### src/rtl/rom_playback_sched_if.sv
// Channel-request, ROM read and output-stream signals of the ROM playback scheduler.
// master = the scheduler, slave = channel controllers / ROM / consumer side.
interface rom_playback_sched_if #(
    parameter int DATA_W = 32,
    parameter int ADDR_W = 4
) ();
    logic              req0, req1;
    logic [ADDR_W-1:0] base0, base1;
    logic [ADDR_W-1:0] len0, len1;
    logic              gnt0, gnt1;
    logic              done0, done1;
    logic              mem_en;
    logic [ADDR_W-1:0] mem_addr;
    logic [DATA_W-1:0] mem_rdata;
    logic [DATA_W-1:0] out_data;
    logic              out_valid;
    logic              out_ch;
    logic              out_ready;

    modport master (
        input  req0, req1, base0, base1, len0, len1, mem_rdata, out_ready,
        output gnt0, gnt1, done0, done1, mem_en, mem_addr, out_data, out_valid, out_ch
    );

    modport slave (
        output req0, req1, base0, base1, len0, len1, mem_rdata, out_ready,
        input  gnt0, gnt1, done0, done1, mem_en, mem_addr, out_data, out_valid, out_ch
    );
endinterface

### src/rtl/rom_playback_sched.sv
// Round-robin scheduler sharing one synchronous word-ROM between two channels;
// each granted burst is streamed out word by word on a valid/ready port.
module rom_playback_sched #(
    parameter int DATA_W = 32,
    parameter int ADDR_W = 4,
    parameter int DEPTH  = 10
) (
    input logic                  clk,
    input logic                  rst,
    rom_playback_sched_if.master bus
);
    localparam logic [ADDR_W-1:0] LAST = ADDR_W'(DEPTH - 1);

    typedef enum logic [2:0] {IDLE, FETCH, LOAD, SHOW, DONE} state_t;

    typedef struct packed {
        logic [ADDR_W-1:0] base;
        logic [ADDR_W-1:0] len;
    } burst_t;

    state_t            state;
    logic              cur_ch;
    logic              last_ch;
    logic [ADDR_W-1:0] cur_addr;
    logic [ADDR_W-1:0] remaining;
    logic [1:0]        gnt;
    logic [1:0]        done;
    logic              mem_en;
    logic [ADDR_W-1:0] mem_addr;
    logic [DATA_W-1:0] out_data;
    logic              out_valid;

    logic [1:0]        req;
    logic              pick;
    burst_t            sel;
    logic [ADDR_W-1:0] start;
    logic [ADDR_W-1:0] nxt_addr;

    // Tie goes to the channel that was not served last.
    always_comb begin
        req      = {bus.req1, bus.req0};
        pick     = (req == 2'b11) ? ~last_ch : req[1];
        sel.base = pick ? bus.base1 : bus.base0;
        sel.len  = pick ? bus.len1  : bus.len0;
        start    = (sel.base > LAST) ? '0 : sel.base;
        nxt_addr = (cur_addr == LAST) ? '0 : cur_addr + 1'b1;
    end

    always_ff @(posedge clk) begin
        if (rst) begin
            state     <= IDLE;
            cur_ch    <= 1'b0;
            last_ch   <= 1'b1;
            cur_addr  <= '0;
            remaining <= '0;
            gnt       <= '0;
            done      <= '0;
            mem_en    <= 1'b0;
            mem_addr  <= '0;
            out_data  <= '0;
            out_valid <= 1'b0;
        end else begin
            done     <= '0;
            mem_en   <= 1'b0;
            mem_addr <= '0;
            case (state)
                IDLE: begin
                    if (|req) begin
                        cur_ch    <= pick;
                        cur_addr  <= start;
                        remaining <= sel.len;
                        gnt       <= pick ? 2'b10 : 2'b01;
                        if (sel.len == '0) begin
                            done  <= pick ? 2'b10 : 2'b01;
                            state <= DONE;
                        end else begin
                            mem_en   <= 1'b1;
                            mem_addr <= start;
                            state    <= FETCH;
                        end
                    end
                end
                FETCH: state <= LOAD;
                LOAD: begin
                    out_data  <= bus.mem_rdata;
                    out_valid <= 1'b1;
                    state     <= SHOW;
                end
                SHOW: begin
                    if (bus.out_ready) begin
                        out_valid <= 1'b0;
                        remaining <= remaining - 1'b1;
                        cur_addr  <= nxt_addr;
                        if (remaining == ADDR_W'(1)) begin
                            done  <= cur_ch ? 2'b10 : 2'b01;
                            state <= DONE;
                        end else begin
                            mem_en   <= 1'b1;
                            mem_addr <= nxt_addr;
                            state    <= FETCH;
                        end
                    end
                end
                DONE: begin
                    gnt     <= '0;
                    last_ch <= cur_ch;
                    state   <= IDLE;
                end
                default: state <= IDLE;
            endcase
        end
    end

    assign bus.gnt0      = gnt[0];
    assign bus.gnt1      = gnt[1];
    assign bus.done0     = done[0];
    assign bus.done1     = done[1];
    assign bus.mem_en    = mem_en;
    assign bus.mem_addr  = mem_addr;
    assign bus.out_data  = out_data;
    assign bus.out_valid = out_valid;
    assign bus.out_ch    = cur_ch;
endmodule

### src/flat_wrapper.sv
// flat-port wrapper written by rule: the top's interface ports become plain ports
module rom_playback_sched_flat 
#(
    parameter int DATA_W = 32,
    parameter int ADDR_W = 4,
    parameter int DEPTH  = 10
)
  (clk, rst, bus_req0, bus_req1, bus_base0, bus_base1, bus_len0, bus_len1, bus_mem_rdata, bus_out_ready, bus_gnt0, bus_gnt1, bus_done0, bus_done1, bus_mem_en, bus_mem_addr, bus_out_data, bus_out_valid, bus_out_ch);
  rom_playback_sched_if #(.DATA_W(DATA_W), .ADDR_W(ADDR_W)) bus_i ();
  input logic clk;
  input logic rst;
  input wire logic [$bits(bus_i.req0)-1:0] bus_req0;
  input wire logic [$bits(bus_i.req1)-1:0] bus_req1;
  input wire logic [$bits(bus_i.base0)-1:0] bus_base0;
  input wire logic [$bits(bus_i.base1)-1:0] bus_base1;
  input wire logic [$bits(bus_i.len0)-1:0] bus_len0;
  input wire logic [$bits(bus_i.len1)-1:0] bus_len1;
  input wire logic [$bits(bus_i.mem_rdata)-1:0] bus_mem_rdata;
  input wire logic [$bits(bus_i.out_ready)-1:0] bus_out_ready;
  output wire logic [$bits(bus_i.gnt0)-1:0] bus_gnt0;
  output wire logic [$bits(bus_i.gnt1)-1:0] bus_gnt1;
  output wire logic [$bits(bus_i.done0)-1:0] bus_done0;
  output wire logic [$bits(bus_i.done1)-1:0] bus_done1;
  output wire logic [$bits(bus_i.mem_en)-1:0] bus_mem_en;
  output wire logic [$bits(bus_i.mem_addr)-1:0] bus_mem_addr;
  output wire logic [$bits(bus_i.out_data)-1:0] bus_out_data;
  output wire logic [$bits(bus_i.out_valid)-1:0] bus_out_valid;
  output wire logic [$bits(bus_i.out_ch)-1:0] bus_out_ch;
  assign bus_i.req0 = bus_req0;
  assign bus_i.req1 = bus_req1;
  assign bus_i.base0 = bus_base0;
  assign bus_i.base1 = bus_base1;
  assign bus_i.len0 = bus_len0;
  assign bus_i.len1 = bus_len1;
  assign bus_i.mem_rdata = bus_mem_rdata;
  assign bus_i.out_ready = bus_out_ready;
  assign bus_gnt0 = bus_i.gnt0;
  assign bus_gnt1 = bus_i.gnt1;
  assign bus_done0 = bus_i.done0;
  assign bus_done1 = bus_i.done1;
  assign bus_mem_en = bus_i.mem_en;
  assign bus_mem_addr = bus_i.mem_addr;
  assign bus_out_data = bus_i.out_data;
  assign bus_out_valid = bus_i.out_valid;
  assign bus_out_ch = bus_i.out_ch;
  rom_playback_sched #(.DATA_W(DATA_W), .ADDR_W(ADDR_W), .DEPTH(DEPTH)) u_core (.clk(clk), .rst(rst), .bus(bus_i));
endmodule
### config.mk
export PLATFORM = sky130hd
export DESIGN_NAME = rom_playback_sched_flat
export DESIGN_NICKNAME = d
export VERILOG_FILES = /design/src/rtl/rom_playback_sched_if.sv /design/src/rtl/rom_playback_sched.sv /design/src/flat_wrapper.sv
export SDC_FILE = /design/constraint.sdc
export NUM_CORES = 1
export LEC_CHECK = 0
export ABC_AREA = 1
export CORE_MARGIN = 2
export CORE_UTILIZATION = 25
export CTS_CLUSTER_DIAMETER = 50
export CTS_CLUSTER_SIZE = 28
export DETAILED_ROUTE_END_ITERATION = 6
export GPL_TIMING_DRIVEN = 0
export HOLD_SLACK_MARGIN = 0.1
export PLACE_DENSITY = 0.6
export SETUP_SLACK_MARGIN = 0.3
export SLEW_MARGIN = 40
export SYNTH_ARGS = -nofsm -noshare
export SYNTH_HDL_FRONTEND = slang
export SYNTH_SLANG_ARGS = --single-unit
### constraint.sdc
create_clock -name clk -period 1.2 [get_ports clk]
set_input_delay 0.36 -clock clk [delete_from_list [all_inputs] [get_ports clk]]
set_output_delay 0.36 -clock clk [all_outputs]
set_load 0.03 [all_outputs]
==> flow_summary.ini, run 1 <==
[finish]
register_area_sq_um = 1172
multi_input_area_sq_um = 1640
nNetsFinal = 542
post-route-util_pct = 48.71
finalNonFillerCells = 621
fill_cells = 989
drive_gt1_share_pct = 52.46
syn_to_final_growth_pct = 88.05
num_antenna_cells = 0

[flow_run]
maxCapViolCount = 0

[worst_setup_path]
end_kind = register
reg2reg_depth = 9
crit_slowest_cell = dfxtp_4
cp_max_fo = 7
crit_path_cell_trace = nand2_8 -> nand2_8 -> buf_6 -> nand2_1 -> nand2_2 -> nand2_4 -> a21oi_4 -> nand2_1 -> a31oi_1
crit_required_ns = 1.43
cp_top_family = simple AND/OR/NAND/NOR gates
reg2reg_from = u_core.last_ch
crit_type = reg2reg
rr_endpoint = u_core.cur_addr[3]
startpoint = u_core.last_ch
r2r_slack_ns = -0.17
worstPathArrival_ns = 1.59
path_buf_inv = 1
critPathLaunchType = register
cpPeakStageDelay_ns = 0.39

[outcome]
run_status = finished with violations
violations = negative setup slack

[worst_hold_path]
hold_path_class = in2reg
whs_endpoint = u_core.bus.out_ch
min_path_cells = 2
hp-start = rst

[logic_synthesis]
ys_seq_area_share_pct = 43.29
yosysWarnings = 0
syn_area_per_cell_sq_um = 7.226
synth_top_cells_by_area = dfxtp_1, nor2_1, o21ai_0
synth_top_area_cell = dfxtp_1
synth_top_area_share_pct = 43.29
postSynthCellCount = 352
ys_seq_elements = 55
syn-num-nets = 407
synth_edf_count = 0
ys_types = 32
synthArstFlopShare_pct = 0
synth-main-ff-cell = dfxtp_1
netlist_area_sq_um = 2544

[drt]
dr.first_iter.drc_count = 74
num_vias = 2816
wl_per_cell_um = 13.41
ant_nets = 0
drc = 0
wl_um = 8327
dr.pass1.iters = 4
via_per_inst = 4.535

[cts]
numCtsBuffers = 5
cts_buffer_depth = 2
root_buffer = clkbuf_8
cts_max_level = 2
hold_buffers = 0
cts.sinks = 55
clk_pin_slew_ns = 0.10
insertion_delay_ns = 0.30
cts_tree = done

[die]
row_count = 36
die_area_sq_um = 11000
die_h_um = 104.9
die_x_um = 104.9
ios = 96
start_util_pct = 25.90
core-area_sq_um = 9819

[timing]
max_slew_margin_pct = 74.63
clock_skew_ns = 0.005510
hold_ws_ns = 0.4497
setup_viol = 34
slew_violations = 0
post-route-period-util_pct = 114.1
period_minus_slack_ns = 1.369
hold_viol_final = 0
worst_slack_ns = -0.1693
rsz0062_at_grt = yes
worst_pin_slew_ns = 0.3765
fmax_ghz = 0.7303

[global_route]
gr-usage-all-layers_pct = 14.82
grt_pass1_vias = 2869
grt_max_degree = 17
grt_antenna_before_repair = 0
grt-ovfl-total = 0
grt_pass1_wl_um = 13600

[place]
dp_cells = 580
dp_hpwl_um = 5397
routabilityCongestion = 0.8504
io_buffers = 95

[power]
peakVddDrop_mv = 1.037
p_per_area_nw_per_um2 = 2061
leakage_nw = 1.999
finalPower_mw = 9.860
==> state kept, by name, indices dropped and copies added (netlist names) <==
register              count
u_core.last_ch            1
u_core.bus.out_data      32
u_core.done               2
u_core.bus.mem_addr       4
u_core.bus.out_valid      1
u_core.bus.mem_en         1
u_core.remaining          4
u_core.gnt                2
u_core.cur_addr           4
u_core.state              3
u_core.bus.out_ch         1
==> worst max-delay path by stage <==
| stage | end | slack [ns] | cells past startpoint |
|---|---|---|---|
| after floorplan | u_core.bus.mem_en | -0.008 | 10 |
| after global placement | u_core.bus.mem_addr[3] | -0.79 | 10 |
| after detailed placement | u_core.bus.mem_addr[3] | -0.82 | 10 |
| after CTS | u_core.bus.mem_addr[3] | -0.13 | 9 |
| after global routing | u_core.bus.mem_addr[3] | -0.24 | 7 |
| final | u_core.cur_addr[3] | -0.17 | 9 |
==> per-stage QoR <==
step                      cell area, sq um    TNS, ns  setup slack (ns)
final                                 4783     -2.118           -0.1693
after global routing                  4783     -5.515           -0.2426
after CTS                             4461     -1.699           -0.1325
after detailed placement              3725     -38.20           -0.8243
after global placement                3725     -38.13           -0.7851
after floorplan                       2608  -0.007584         -0.007584
==> logic make-up after synthesis <==
| family | synth area share (%) |
|---|---|
| AOI/OAI and AO/OA | 15.89 |
| xor gates and xnor gates | 1.033 |
| adders and majority gates | 0.9836 |
| buffers and inverters | 8.214 |
| DFF | 43.29 |
| and+or+nand+nor | 30.60 |
==> where the power goes <==
group          internal (mW)  total, mW  switching [mW]
sequential              2.50       2.96           0.464
clock                  0.410       1.03           0.616
combinational           2.82       5.87            3.05
==> area by class of cell <==
type	instances	area share, %
plain buffers	17	4.211
multi-input cells	250	34.29
well taps	133	3.479
inverters	30	2.851
flip-flops and latches	55	24.51
repair buffers	128	28.88
clock inverters	2	0.2616
clock buffers	6	1.517
==> per-layer routing <==
| metal | GRT usage [%] | wire length [um] |
|---|---|---|
| met5 | 0 | 0 |
| met4 | 2.857 | 37 |
| met3 | 5.053 | 703 |
| met2 | 25.46 | 4118 |
| met1 | 18.03 | 3468 |
==> cells in the mapped netlist (3+ instances only) <==
cell type	n
a31oi_1	4
nand3b_1	4
nand3_1	18
a21oi_2	3
nand2_1	51
inv_1	23
clkbuf_1	5
xor2_1	3
o21ai_0	41
nor2_1	80
o21ai_1	3
inv_2	7
nand2_4	4
dfxtp_1	55
nand2_2	5
a21oi_1	15
buf_2	8
==> repair_timing <==
item / 4_1_cts / 5_1_grt
resized for setup: 460 / 65
buffers inserted: 18 / 8
cloned: 6 / 1
setup endpoints to repair: 98 / 98
pin swaps: 32 / 33
==> layout by cell type, fill, tap and decap left out, types with 3 or more instances in the layout <==
cell type / synthesis / final
nand3_2: 2 / 4
nor2_1: 80 / 51
o21ai_1: 3 / 8
nand3b_1: 4 / 4
nand2_4: 4 / 5
buf_6: 2 / 54
buf_8: 0 / 6
buf_12: 0 / 4
nor2_4: 2 / 20
nand2_1: 51 / 32
a21oi_2: 3 / 11
buf_4: 2 / 21
dfxtp_2: 0 / 42
xor2_1: 3 / 3
nand2_8: 0 / 3
nor2_2: 2 / 13
nand2_2: 5 / 20
clkdlybuf4s50_1: 0 / 49
o21ai_0: 41 / 25
dfxtp_1: 55 / 8
o21ai_2: 0 / 11
nand3_1: 18 / 14
a31oi_1: 4 / 4
inv_4: 0 / 3
a21oi_1: 15 / 5
inv_1: 23 / 18
dfxtp_4: 0 / 5
clkbuf_8: 0 / 7
inv_2: 7 / 8
Power figures use the tool's default switching activity.
==> run 2, diff against run 1 <==
- CORE_UTILIZATION: 25 -> 35
- CTS_CLUSTER_DIAMETER: 50 -> 150
- PLACE_DENSITY: 0.6 -> 0.76
==> run 2 against run 1 <==
  * The run still ends with negative setup slack left
  * Via count increased by 2.5%
  * Final cell count decreased by 4.3%
  * First-iteration DRC count increased by 140%
  * Clock power increased by 18%
  * Clock-buffer cell count increased by 1
  * Wire length increased by 3.3%
  * Fmax decreased by 5.7%
  * Clock skew increased by 0.00073 ns
  * Sequential share of layout area decreased by 0.33 points
  * Worst hold slack improved by 0.027 ns
  * Highest routed layer unchanged
==> flow_summary.ini, run 2 (synthesis results as in run 1) <==
[die]
die_area_sq_um = 7966
row_count = 31
die_x_um = 89.25
ios = 96
die_h_um = 89.25
core-area_sq_um = 7137
start_util_pct = 35.64

[finish]
num_antenna_cells = 0
drive_gt1_share_pct = 55.56
final_common_cell = buf_6
largest_register_ffs = 32
post-route-util_pct = 68.02
finalNonFillerCells = 594
register_area_sq_um = 1174
syn_to_final_growth_pct = 90.85
final_area_sq_um = 4855
multi_input_area_sq_um = 1705
fill_cells = 571
top_register = u_core.bus.out_data
nNetsFinal = 549
final_cell_mix = buf_6, clkdlybuf4s50_1, dfxtp_2

[worst_hold_path]
min_path_cells = 2
hold_path_class = reg2reg
hp-start = u_core.remaining[2]
whs_endpoint = u_core.remaining[2]

[timing]
worst_slack_ns = -0.2525
post-route-period-util_pct = 121.0
hold_viol_final = 0
rsz0062_at_grt = yes
setup_viol = 37
slew_violations = 0
clock_skew_ns = 0.006243
period_minus_slack_ns = 1.452
tns_ns = -2.484
max_slew_margin_pct = 56.55
fmax_ghz = 0.6885
worst_pin_slew_ns = 0.6518
hold_ws_ns = 0.4765

[drt]
dr.first_iter.drc_count = 174
ant_nets = 0
num_vias = 2887
via_per_inst = 4.860
wl_per_cell_um = 14.48
dr.pass1.iters = 4
wl_um = 8601
drc = 0

[worst_setup_path]
cp_max_fo = 7
reg2reg_depth = 11
crit_required_ns = 1.37
end_kind = register
worstPathArrival_ns = 1.62
crit_type = reg2reg
rr_endpoint = u_core.state[0]
r2r_slack_ns = -0.25
critPathLaunchType = register
reg2reg_from = u_core.last_ch

[cts]
clk_pin_slew_ns = 0.10
numCtsBuffers = 5
cts_buffer_depth = 2
cts_tree = done
cts_max_level = 2
root_buffer = clkbuf_8
cts.sinks = 55
insertion_delay_ns = 0.30

[outcome]
violations = negative setup slack
run_status = finished with violations

[power]
p_per_area_nw_per_um2 = 2125
finalPower_mw = 10.31
peakVddDrop_mv = 1.309
leakage_nw = 2.056

[global_route]
grt_pass1_vias = 2868
grt-ovfl-total = 0
grt_pass1_wl_um = 13010
grt_max_degree = 17
gr-usage-all-layers_pct = 20.84
grt_antenna_before_repair = 0

[flow_run]
maxCapViolCount = 0

[place]
routabilityCongestion = 0.8523
io_buffers = 95
place_area_sq_um = 3682
place_ws_ns = -0.8048
dp_cells = 546
dp_hpwl_um = 5049
==> run 2: worst max path at each step <==
stage	from	end	cells after the start
after floorplan	bus_req0	u_core.bus.mem_en	10
after global placement	bus_req0	u_core.bus.mem_addr[0]	10
after detailed placement	bus_req0	u_core.cur_addr[3]	10
after CTS	u_core.remaining[1]	u_core.bus.mem_addr[3]	7
after global routing	u_core.last_ch	u_core.state[0]	11
final	u_core.last_ch	u_core.state[0]	11
==> run 2: routing by layer <==
metal	up-vias	GRT usage [%]	wire [um]
met5	-	0	0
met4	0	6.784	157
met3	15	3.878	537
met2	109	38.38	4447
met1	1350	24.18	3458
li1	1413	-	-
==> run 2: power breakdown <==
part / leakage [nW] / internal (mW) / switching [mW]
clock: 0.0524 / 0.626 / 0.593
sequential: 0.471 / 2.50 / 0.492
combinational: 1.53 / 2.89 / 3.21
==> run 2: area by class of cell <==
type                    count  area share [%]
plain buffers              17           3.918
clock buffers               7           1.572
clock inverters             1          0.6186
inverters                  30           2.861
multi-input cells         250           35.13
flip-flops and latches     55           24.18
well taps                  99           2.552
repair buffers            135           29.18
==> run 2: worst max-delay path, stage by stage (launching register included) <==
cell and delay [ns]:
dfxtp_4 0.38, nand2_8 0.08, nand2_8 0.07, buf_6 0.14
nand2_2 0.05, nand2_1 0.05, nor2_1 0.14, nand2_2 0.12
nand2_2 0.12, nand2_2 0.06, nand2_2 0.06, a21oi_2 0.05
==> run 2: timing repair <==
item / CTS / global route
gates resized for setup: 453 / 90
hold buffers: 0 / 0
pin swaps: 40 / 36
setup buffers: 22 / 11
endpoints found under the setup margin: 98 / 98
cloned: 7 / 0
==> run 3, diff against run 2 <==
- ABC_AREA: 1 -> unset
- PLACE_DENSITY: 0.76 -> 0.77
==> run 3 against run 2 <==
  * The run still ends with negative setup slack left
  * Design area is 3.7% lower
  * Worst hold slack got worse by 0.060 ns
  * Largest power group is now sequential cells
  * Power shrank 49%
  * Critical endpoint is now u_core.done[0]
  * Die area down 3.7%
  * Critical path type unchanged
  * Synthesized area down 3.8%
==> flow_summary.ini, run 3 <==
[cts]
root_buffer = clkbuf_8
clk_pin_slew_ns = 0.10
hold_buffers = 0
cts_max_level = 2
cts_buffer_depth = 2
numCtsBuffers = 5
cts_tree = done
cts.sinks = 55
insertion_delay_ns = 0.30

[drt]
dr.first_iter.drc_count = 159
wl_per_cell_um = 15.33
num_vias = 2737
ant_nets = 0
wl_um = 8203
drc = 0
dr.pass1.iters = 5
via_per_inst = 5.116

[logic_synthesis]
postSynthCellCount = 299
synth_edf_count = 0
yosysMostFrequentCell = nand2_1
ys_seq_elements = 55
synth_top_area_cell = dfxtp_1
synth-main-ff-cell = dfxtp_1
syn-num-nets = 354
synthArstFlopShare_pct = 0
ys_top_cells_by_count = nand2_1, dfxtp_1, a21oi_1
syn_area_per_cell_sq_um = 8.181
ys_types = 54
yosysWarnings = 0
ys_seq_area_share_pct = 45.01
synth_top_cells_by_area = dfxtp_1, nand2_1, a21oi_1
synth_top_area_share_pct = 45.01
netlist_area_sq_um = 2446

[flow_run]
maxCapViolCount = 0

[die]
start_util_pct = 36.00
ios = 96
row_count = 30
core-area_sq_um = 6794
die_x_um = 87.60
die_h_um = 87.60
die_area_sq_um = 7674

[timing]
post-route-period-util_pct = 129.5
hold_viol_final = 0
max_slew_margin_pct = 62.93
worst_slack_ns = -0.3538
slew_violations = 0
setup_viol = 53
period_minus_slack_ns = 1.554
worst_pin_slew_ns = 0.5540
fmax_ghz = 0.6436
rsz0062_at_grt = yes
tns_ns = -13.34
clock_skew_ns = 0.005024

[global_route]
grt_antenna_before_repair = 0
grt_pass1_wl_um = 11940
grt_max_degree = 17
gr-usage-all-layers_pct = 19.64
grt-ovfl-total = 0
grt_pass1_vias = 2594

[place]
dp_hpwl_um = 5091
place_ws_ns = -0.8428
routabilityCongestion = 0.8313
io_buffers = 94
place_area_sq_um = 3640

[worst_hold_path]
hold_path_class = in2reg

[worst_setup_path]
crit_type = reg2reg
cp-endpoint = u_core.done[0]
crit_required_ns = 1.44
cp_max_fo = 10
r2r_slack_ns = -0.35
end_kind = register
critPathLaunchType = register
rr_endpoint = u_core.done[0]
reg2reg_depth = 6
worstPathArrival_ns = 1.79
reg2reg_from = u_core.state[1]
startpoint = u_core.state[1]

[finish]
multi_input_area_sq_um = 1683
fill_cells = 519
final_cell_mix = buf_6, nand2_1, dfxtp_2
largest_register_ffs = 32
num_antenna_cells = 0
final_common_cell = buf_6
nNetsFinal = 493
top_register = u_core.bus.out_data
final_area_sq_um = 4676
syn_to_final_growth_pct = 91.15
drive_gt1_share_pct = 55.81
register_area_sq_um = 1167

[power]
p_per_area_nw_per_um2 = 1127
leakage_nw = 1.898
peakVddDrop_mv = 0.8071

[outcome]
run_status = finished with violations
violations = negative setup slack
-- run 3: cell types whose count changed after synthesis, moves of 4 or more --
cell,delta
nor2_1,-67
o21ai_0,-36
nand2_1,+28
a21oi_1,+26
inv_1,-16
nand3_1,-13
inv_2,-7
clkbuf_1,+5
nand2_2,-5
nand2_4,-4
nand2b_1,+4
nor3_1,+4
-- run 3: what timing repair did --
| action | CTS | global route |
|---|---|---|
| buffers inserted | 22 | 11 |
| cloned | 3 | 2 |
| pin swaps | 22 | 24 |
| endpoints found under the setup margin | 98 | 98 |
| gates resized for setup | 418 | 68 |
-- run 3: area by class of cell --
class	instances	share of cell area [%]
inverter	7	0.5619
sequential	55	24.97
tap	96	2.569
clock buffer	6	1.766
timing repair buffer	131	29.14
buffer	19	4.255
clock inverter	2	0.7493
multi-input combinational	219	35.99
-- run 3: report_power, final --
group	switching [mW]	total, mW	internal [mW]
Sequential	0.114	2.10	1.99
Clock	0.596	1.27	0.676
Combinational	0.958	1.90	0.940
Total	1.67	5.27	3.60
-- run 3: kinds of logic (layout without fill, tap and decap cells) --
kind of cell | Yosys count | in the layout | share of synthesized area (%)
XOR/XNOR | 1 | 1 | 0.3581
AND/OR/NAND/NOR | 127 | 127 | 24.76
buffers and inverters | 26 | 165 | 4.655
flip-flops | 55 | 55 | 45.01
AO/OA/AOI/OAI | 84 | 85 | 22.51
adder cells (fa/ha/maj) | 2 | 2 | 1.023
multiplexers | 4 | 4 | 1.688
-- run 3: layer usage --
metal / up-vias / GRT usage [%] / part of all wire (%)
met1: 1306 / 24.15 / 42
li1: 1325 / - / -
met3: 4 / 3.393 / 5.7
met4: 0 / 4.336 / 0.44
met2: 102 / 35.81 / 52
met5: - / 0 / 0
-- run 3: critical path: stages, from the launching register on --
cell and delay (ns):
dfxtp_2 0.34, buf_12 0.15, or3_4 0.38, nor2_4 0.23, buf_4 0.16, nand3b_1 0.10
a21oi_2 0.13
-- run 3: worst min-delay path by stage --
stage	from	end	slack [ns]	cells after the start
global placement	u_core.bus.out_data[19]	u_core.bus.out_data[19]	0.44	2
floorplan	u_core.remaining[1]	u_core.remaining[1]	0.45	2
CTS	rst	u_core.state[1]	0.41	2
finish	rst	u_core.state[1]	0.42	2
detailed placement	u_core.bus.out_data[19]	u_core.bus.out_data[19]	0.45	2
global route	rst	u_core.state[1]	0.41	2
-- run 3: per-stage QoR --
| stage | instances | total power [mW] | util (%) | hold WS, ns |
|---|---|---|---|---|
| 4_1_cts | 522 | 5.003 | 63.39 | 0.4093 |
| 5_1_grt | 535 | 5.491 | 68.82 | 0.4105 |
| 3_3_place_gp | 489 | 3.377 | 53.57 | 0.4387 |
| 3_5_place_dp | 489 | 3.405 | 53.57 | 0.4461 |
| 6_report | 535 | 5.270 | 68.82 | 0.4163 |
| 2_1_floorplan | 299 | 2.877 | - | 0.4494 |
